$ cat src/rtl/ultrasonic_sensor_pkg.sv
// ---------------------------------------------------------------------------
// ultrasonic_sensor_pkg : shared UART-rx states, ASCII commands, bit timing
// Rev 1.0 ; optional 8E1 framing via UART_RX_PARITY_EN
// ---------------------------------------------------------------------------
`default_nettype none

package ultrasonic_sensor_pkg;

  typedef enum logic [2:0] {
    ST_IDLE   = 3'd0,
    ST_START  = 3'd1,
    ST_DATA   = 3'd2,
    ST_PARITY = 3'd3,
    ST_STOP   = 3'd4,
    ST_BREAK  = 3'd5
  } rx_state_t;

  localparam logic [7:0] CMD_START_UC = 8'h53;  // 'S'
  localparam logic [7:0] CMD_START_LC = 8'h73;  // 's'
  localparam logic [7:0] CMD_PAUSE_UC = 8'h50;  // 'P'
  localparam logic [7:0] CMD_PAUSE_LC = 8'h70;  // 'p'
  localparam logic [7:0] CMD_CM_UC    = 8'h43;  // 'C'
  localparam logic [7:0] CMD_CM_LC    = 8'h63;  // 'c'
  localparam logic [7:0] CMD_INCH_UC  = 8'h49;  // 'I'
  localparam logic [7:0] CMD_INCH_LC  = 8'h69;  // 'i'

  function automatic int clks_per_bit(input int clk_freq_hz, input int baud_rate);
    return clk_freq_hz / baud_rate;
  endfunction

endpackage

`default_nettype wire

$ cat src/rtl/ultrasonic_sensor_cmd_decoder.sv
// ---------------------------------------------------------------------------
// ultrasonic_sensor_cmd_decoder : received byte -> measure-enable / unit levels
// Rev 1.0
// ---------------------------------------------------------------------------
`default_nettype none

module ultrasonic_sensor_cmd_decoder
  import ultrasonic_sensor_pkg::*;
(
  input  logic       Clk_i,
  input  logic       Reset_i,
  input  logic [7:0] Data_i,
  input  logic       Data_valid_i,
  output logic       Measure_en_o,
  output logic       Cm_or_inches_o
);

  always_ff @(posedge Clk_i) begin
    if (!Reset_i) begin
      Measure_en_o   <= 1'b0;
      Cm_or_inches_o <= 1'b0;
    end else if (Data_valid_i) begin
      case (Data_i)
        CMD_START_UC, CMD_START_LC: Measure_en_o   <= 1'b1;
        CMD_PAUSE_UC, CMD_PAUSE_LC: Measure_en_o   <= 1'b0;
        CMD_CM_UC,    CMD_CM_LC:    Cm_or_inches_o <= 1'b0;
        CMD_INCH_UC,  CMD_INCH_LC:  Cm_or_inches_o <= 1'b1;
        default: ;
      endcase
    end
  end

endmodule

`default_nettype wire

$ cat src/rtl/ultrasonic_sensor_uart_receiver.sv
// ---------------------------------------------------------------------------
// ultrasonic_sensor_uart_receiver : 8N1 UART rx + ASCII command decode
// Rev 1.0 ; define UART_RX_PARITY_EN for 8E1 framing with even-parity check
// ---------------------------------------------------------------------------
`default_nettype none

module ultrasonic_sensor_uart_receiver
  import ultrasonic_sensor_pkg::*;
#(
  parameter int CLK_FREQ_HZ = 50_000_000,
  parameter int BAUD_RATE   = 9600,
  parameter int SYNC_STAGES = 2
) (
  input  logic       Clk_i,
  input  logic       Reset_i,
  input  logic       Rx_i,
  output logic [7:0] Data_o,
  output logic       Data_valid_o,
  output logic       Frame_error_o,
  output logic       Measure_en_o,
  output logic       Cm_or_inches_o
);

  localparam int CLKS_PER_BIT = clks_per_bit(CLK_FREQ_HZ, BAUD_RATE);
  localparam int CNT_W        = $clog2(CLKS_PER_BIT);
  localparam logic [CNT_W-1:0] HALF_LAST = CNT_W'(CLKS_PER_BIT / 2 - 1);
  localparam logic [CNT_W-1:0] BIT_LAST  = CNT_W'(CLKS_PER_BIT - 1);

  logic [SYNC_STAGES-1:0] sync;
  logic                   rx_s;
  rx_state_t              state;
  logic [CNT_W-1:0]       cnt;
  logic [2:0]             bit_cnt;
  logic [7:0]             shift;
`ifdef UART_RX_PARITY_EN
  logic                   parity_bad;
`endif

  // Sync chain resets to idle-high so reset release never looks like a start bit.
  always_ff @(posedge Clk_i) begin
    if (!Reset_i) sync <= '1;
    else          sync <= {sync[SYNC_STAGES-2:0], Rx_i};
  end

  assign rx_s = sync[SYNC_STAGES-1];

  always_ff @(posedge Clk_i) begin
    if (!Reset_i) begin
      state         <= ST_IDLE;
      cnt           <= '0;
      bit_cnt       <= '0;
      shift         <= '0;
      Data_o        <= '0;
      Data_valid_o  <= 1'b0;
      Frame_error_o <= 1'b0;
`ifdef UART_RX_PARITY_EN
      parity_bad    <= 1'b0;
`endif
    end else begin
      Data_valid_o  <= 1'b0;
      Frame_error_o <= 1'b0;
      case (state)
        ST_IDLE: begin
          cnt     <= '0;
          bit_cnt <= '0;
          if (!rx_s) state <= ST_START;
        end
        ST_START: begin
          if (cnt == HALF_LAST) begin
            cnt   <= '0;
            state <= rx_s ? ST_IDLE : ST_DATA;
          end else begin
            cnt <= cnt + 1'b1;
          end
        end
        ST_DATA: begin
          if (cnt == BIT_LAST) begin
            cnt     <= '0;
            shift   <= {rx_s, shift[7:1]};
            bit_cnt <= bit_cnt + 3'd1;
`ifdef UART_RX_PARITY_EN
            if (bit_cnt == 3'd7) state <= ST_PARITY;
`else
            if (bit_cnt == 3'd7) state <= ST_STOP;
`endif
          end else begin
            cnt <= cnt + 1'b1;
          end
        end
`ifdef UART_RX_PARITY_EN
        ST_PARITY: begin
          if (cnt == BIT_LAST) begin
            cnt        <= '0;
            parity_bad <= ^{shift, rx_s};
            state      <= ST_STOP;
          end else begin
            cnt <= cnt + 1'b1;
          end
        end
`endif
        ST_STOP: begin
          if (cnt == BIT_LAST) begin
            cnt <= '0;
            if (!rx_s) begin
              Frame_error_o <= 1'b1;
              state         <= ST_BREAK;
`ifdef UART_RX_PARITY_EN
            end else if (parity_bad) begin
              Frame_error_o <= 1'b1;
              state         <= ST_IDLE;
`endif
            end else begin
              Data_o       <= shift;
              Data_valid_o <= 1'b1;
              state        <= ST_IDLE;
            end
          end else begin
            cnt <= cnt + 1'b1;
          end
        end
        // A held-low line must return high before another start is accepted.
        ST_BREAK: if (rx_s) state <= ST_IDLE;
        default:  state <= ST_IDLE;
      endcase
    end
  end

  ultrasonic_sensor_cmd_decoder u_cmd_decoder (
    .Clk_i          (Clk_i),
    .Reset_i        (Reset_i),
    .Data_i         (Data_o),
    .Data_valid_i   (Data_valid_o),
    .Measure_en_o   (Measure_en_o),
    .Cm_or_inches_o (Cm_or_inches_o)
  );

endmodule

`default_nettype wire
$ cat config.mk
export PLATFORM = sky130hd
export DESIGN_NAME = ultrasonic_sensor_uart_receiver
export DESIGN_NICKNAME = d
export VERILOG_FILES = /design/src/rtl/ultrasonic_sensor_pkg.sv /design/src/rtl/ultrasonic_sensor_cmd_decoder.sv /design/src/rtl/ultrasonic_sensor_uart_receiver.sv
export SDC_FILE = /design/constraint.sdc
export NUM_CORES = 1
export LEC_CHECK = 0
export ABC_AREA = 1
export BUFFER_PORTS_ARGS = -buffer_cell sky130_fd_sc_hd__buf_4
export CAP_MARGIN = 20
export CORE_AREA = 2 2 67 69
export DETAILED_ROUTE_END_ITERATION = 12
export DIE_AREA = 0 0 69 71
export HOLD_SLACK_MARGIN = 0.15
export MAX_ROUTING_LAYER = met4
export PLACE_DENSITY = 0.78
export SLEW_MARGIN = 20
export SYNTH_ARGS = -nofsm -noshare
export SYNTH_HDL_FRONTEND = slang
export SYNTH_SLANG_ARGS = --single-unit
export TNS_END_PERCENT = 20
$ cat constraint.sdc
create_clock -name Clk_i -period 3.3 [get_ports Clk_i]
set_clock_uncertainty 0.15 [all_clocks]
set_input_delay 0.165 -clock Clk_i [delete_from_list [all_inputs] [get_ports Clk_i]]
set_output_delay 0.165 -clock Clk_i [all_outputs]
set_load 0.05 [all_outputs]
==> impl_metrics.json <==
{
  "period_minus_slack_ns": 1.92,
  "top_usage_layer": "met2",
  "cts_tree": "done",
  "cts.clk_slew.worst_paths_ns": 0.09,
  "grt_first_pass_wirelength_um": 7400,
  "gp_congestion": 0.901,
  "p_comb_share_pct": 33.3,
  "dp_hpwl_um": 2960,
  "synthDistinctLibCells": 30,
  "drcViolationCount": 0,
  "die_w_um": 69,
  "synth-compound-area-share_pct": 16.7,
  "min_period_over_period_pct": 58.3,
  "root_buffer": "clkbuf_8",
  "ant_nets": 0,
  "clkLatencyLatePin_ns": 0.31,
  "grt_max_degree": 27,
  "vias": 1835,
  "synth_edf_count": 0,
  "min_path_cells": 1,
  "multi_input_area_sq_um": 1090,
  "peakVddDrop_v": 0.000405,
  "pwr-share-clk_pct": 26.6,
  "pwr-share-seq_pct": 40.1,
  "synth-seq-cells": 41,
  "power.switching_w": 0.000554,
  "clkSinkCount": 41,
  "relSlewSlack_pct": 61.5,
  "fp.coreArea_sq_um": 4200,
  "synth_top_family_by_area": "simple AND/OR/NAND/NOR gates",
  "grt_overflow": 0,
  "cts_made_buffers": 5,
  "ys_async_sr_fraction_pct": 0,
  "synthToLayoutAreaGrowth_pct": 9.34,
  "startpoint": "cnt[0]",
  "use_met3_pct": 4.27,
  "avgViaCountPerCell": 5.06,
  "rr_startpoint": "cnt[0]",
  "ys.flop_type": "dfxtp_1",
  "initial_utilization_pct": 51.3,
  "cap_viol_max_count": 0,
  "end_kind": "register",
  "yosys.area_share.simple_pct": 31.6,
  "antenna_cells": 0,
  "synthAdderAreaFrac_pct": 1.74,
  "grt_util_all_layers_pct": 18.8,
  "status": "finished, final reports clean",
  "p_int_w": 0.000813,
  "grt_setup_unrepaired": "false",
  "crit_type": "reg2reg",
  "cts_buffer_depth": 2,
  "seqCellArea_sq_um": 821,
  "nNetsFinal": 316,
  "postCtsSetupRepairBufs": 0,
  "drv_slew": 0,
  "design_area_sq_um": 2360,
  "hold_path_startpoint": "sync[0]",
  "synthCells": 296,
  "die-area_sq_um": 4900,
  "routedWlPerCell_um": 11.5,
  "fin_setup_tns_ns": 0,
  "hold_class": "reg2reg",
  "rows": 24,
  "die_h_um": 71,
  "htreeDepth": 2,
  "maxClockFrequency_mhz": 520,
  "switching_share_pct": 40.5,
  "ys_warn_count": 0,
  "drt_first_pass_iters": 4,
  "hold_viol": 0,
  "syn_area_sq_um": 2160,
  "tightest_slew_ns": 0.577,
  "power_density_nw_per_um2": 580,
  "setup_viol": 0,
  "yosysSeqAreaShare_pct": 38.1,
  "drive_gt1_share_pct": 19.6,
  "port_buffers": 14,
  "grt_use_met2_pct": 30.1,
  "dpl_cell_area_sq_um": 2240,
  "drt_wl_total_um": 4170,
  "start_kind": "register",
  "reg2reg_depth": 8,
  "num-fill-cells": 413,
  "antenna_found_initial": 0,
  "arrival_ns": 1.96,
  "grt_pass1_vias": 1696,
  "syn_area_per_cell_sq_um": 7.28,
  "synth_xor_area_share_pct": 0.406,
  "p_leak_nw": 1.03,
  "synth_mux_area_share_pct": 0,
  "syn_nets": 302,
  "critPathMaxFanout": 20,
  "crit_required_ns": 3.34,
  "met1_usage_pct": 22.8,
  "io_pins": 15,
  "drtIter0Drc": 92
}
[Yosys cell counts, types with 7 or more instances]
cell type | count | share of area [%]
dfxtp_1 | 41 | 38
inv_1 | 39 | 6.8
nand2_1 | 67 | 12
o21ai_1 | 10 | 2.3
nor2_1 | 25 | 4.4
a21oi_1 | 18 | 4.2
o21ai_0 | 11 | 2.6
nand3_1 | 19 | 4.4
a21oi_2 | 13 | 5.3
nand4_1 | 7 | 2.0
[placed cells by master, fill, tap and decap left out, types with 3 or more instances in the layout]
| master | n |
|---|---|
| a21oi_1 | 18 |
| a21oi_2 | 13 |
| buf_4 | 14 |
| clkbuf_8 | 5 |
| dfxtp_1 | 41 |
| ha_1 | 3 |
| inv_1 | 39 |
| inv_2 | 4 |
| nand2_1 | 67 |
| nand2_2 | 4 |
| nand3_1 | 19 |
| nand3_2 | 4 |
| nand4_1 | 7 |
| nor2_1 | 25 |
| nor3_1 | 4 |
| o21ai_0 | 11 |
| o21ai_1 | 10 |
| o21ai_2 | 4 |
| or2_2 | 3 |
[layout make-up]
cell class,count,share of cell area [%]
multi-input combinational,203,46.1
clock buffer,5,2.92
timing repair buffer,16,5.31
tap,52,2.76
inverter,43,6.85
clock inverter,3,1.22
sequential,41,34.8
[routing by layer]
| layer | share of wire, % | vias to the layer above |
|---|---|---|
| met2 | 46 | 31 |
| met1 | 47 | 809 |
| met3 | 4.6 | 10 |
| met4 | 2.1 | 0 |
| met5 | 0 | - |
| li1 | - | 985 |
[timing repair]
action,4_1_cts,5_1_grt
hold endpoints to repair,27,0
hold buffers,2,0
endpoints found under the setup margin,0,0
resized for setup,0,0
[kinds of logic after synthesis]
group	after synthesis
compound gates	58
xor+xnor	1
fa+ha+maj	3
buf+inv	52
flops	41
simple gates	141
[power by group through the flow]
| stage | combinational [W] | sequential (W) | clock [W] |
|---|---|---|---|
| floorplan | 0.000405 | 0.000555 | 0 |
| global placement | 0.000453 | 0.000558 | 0 |
| detailed placement | 0.000466 | 0.000559 | 0 |
| CTS | 0.000471 | 0.000548 | 0.000369 |
| global route | 0.000525 | 0.000554 | 0.000390 |
| finish | 0.000456 | 0.000548 | 0.000364 |
[final timing paths]
kind / end / slack, ns
worst max-delay path: bit_cnt[2] / 1.38
worst min-delay path: sync[1] / 0.27
worst max register to register: bit_cnt[2] / 1.38
worst min register to register: sync[1] / 0.27
[critical path: stages, from the launching register on]
cell     delay (ns)
dfxtp_1        0.43
ha_1           0.28
nand3_2        0.11
nor2_4         0.15
nand2_4        0.12
nor2_8         0.32
inv_2          0.08
nand3_1        0.10
a21oi_2        0.06
[sequential cells by signal (all words and copies together) (netlist names)]
signal,flops
u_cmd_decoder.Measure_en_o,1
shift,8
cnt,13
Data_valid_o,1
bit_cnt,3
state,3
Data_o,8
sync,2
Frame_error_o,1
u_cmd_decoder.Cm_or_inches_o,1
[per-stage QoR]
stage	setup WS [ns]	instances	util, %	total power, W	hold slack [ns]
floorplan	1.61	296	-	0.000960	0.122
global placement	1.43	353	53.3	0.00101	0.209
detailed placement	1.38	353	53.3	0.00103	0.206
CTS	1.38	363	56.1	0.00139	0.276
global route	1.24	363	56.1	0.00147	0.280
finish	1.38	363	56.1	0.00137	0.274
Power figures use the tool's default switching activity.
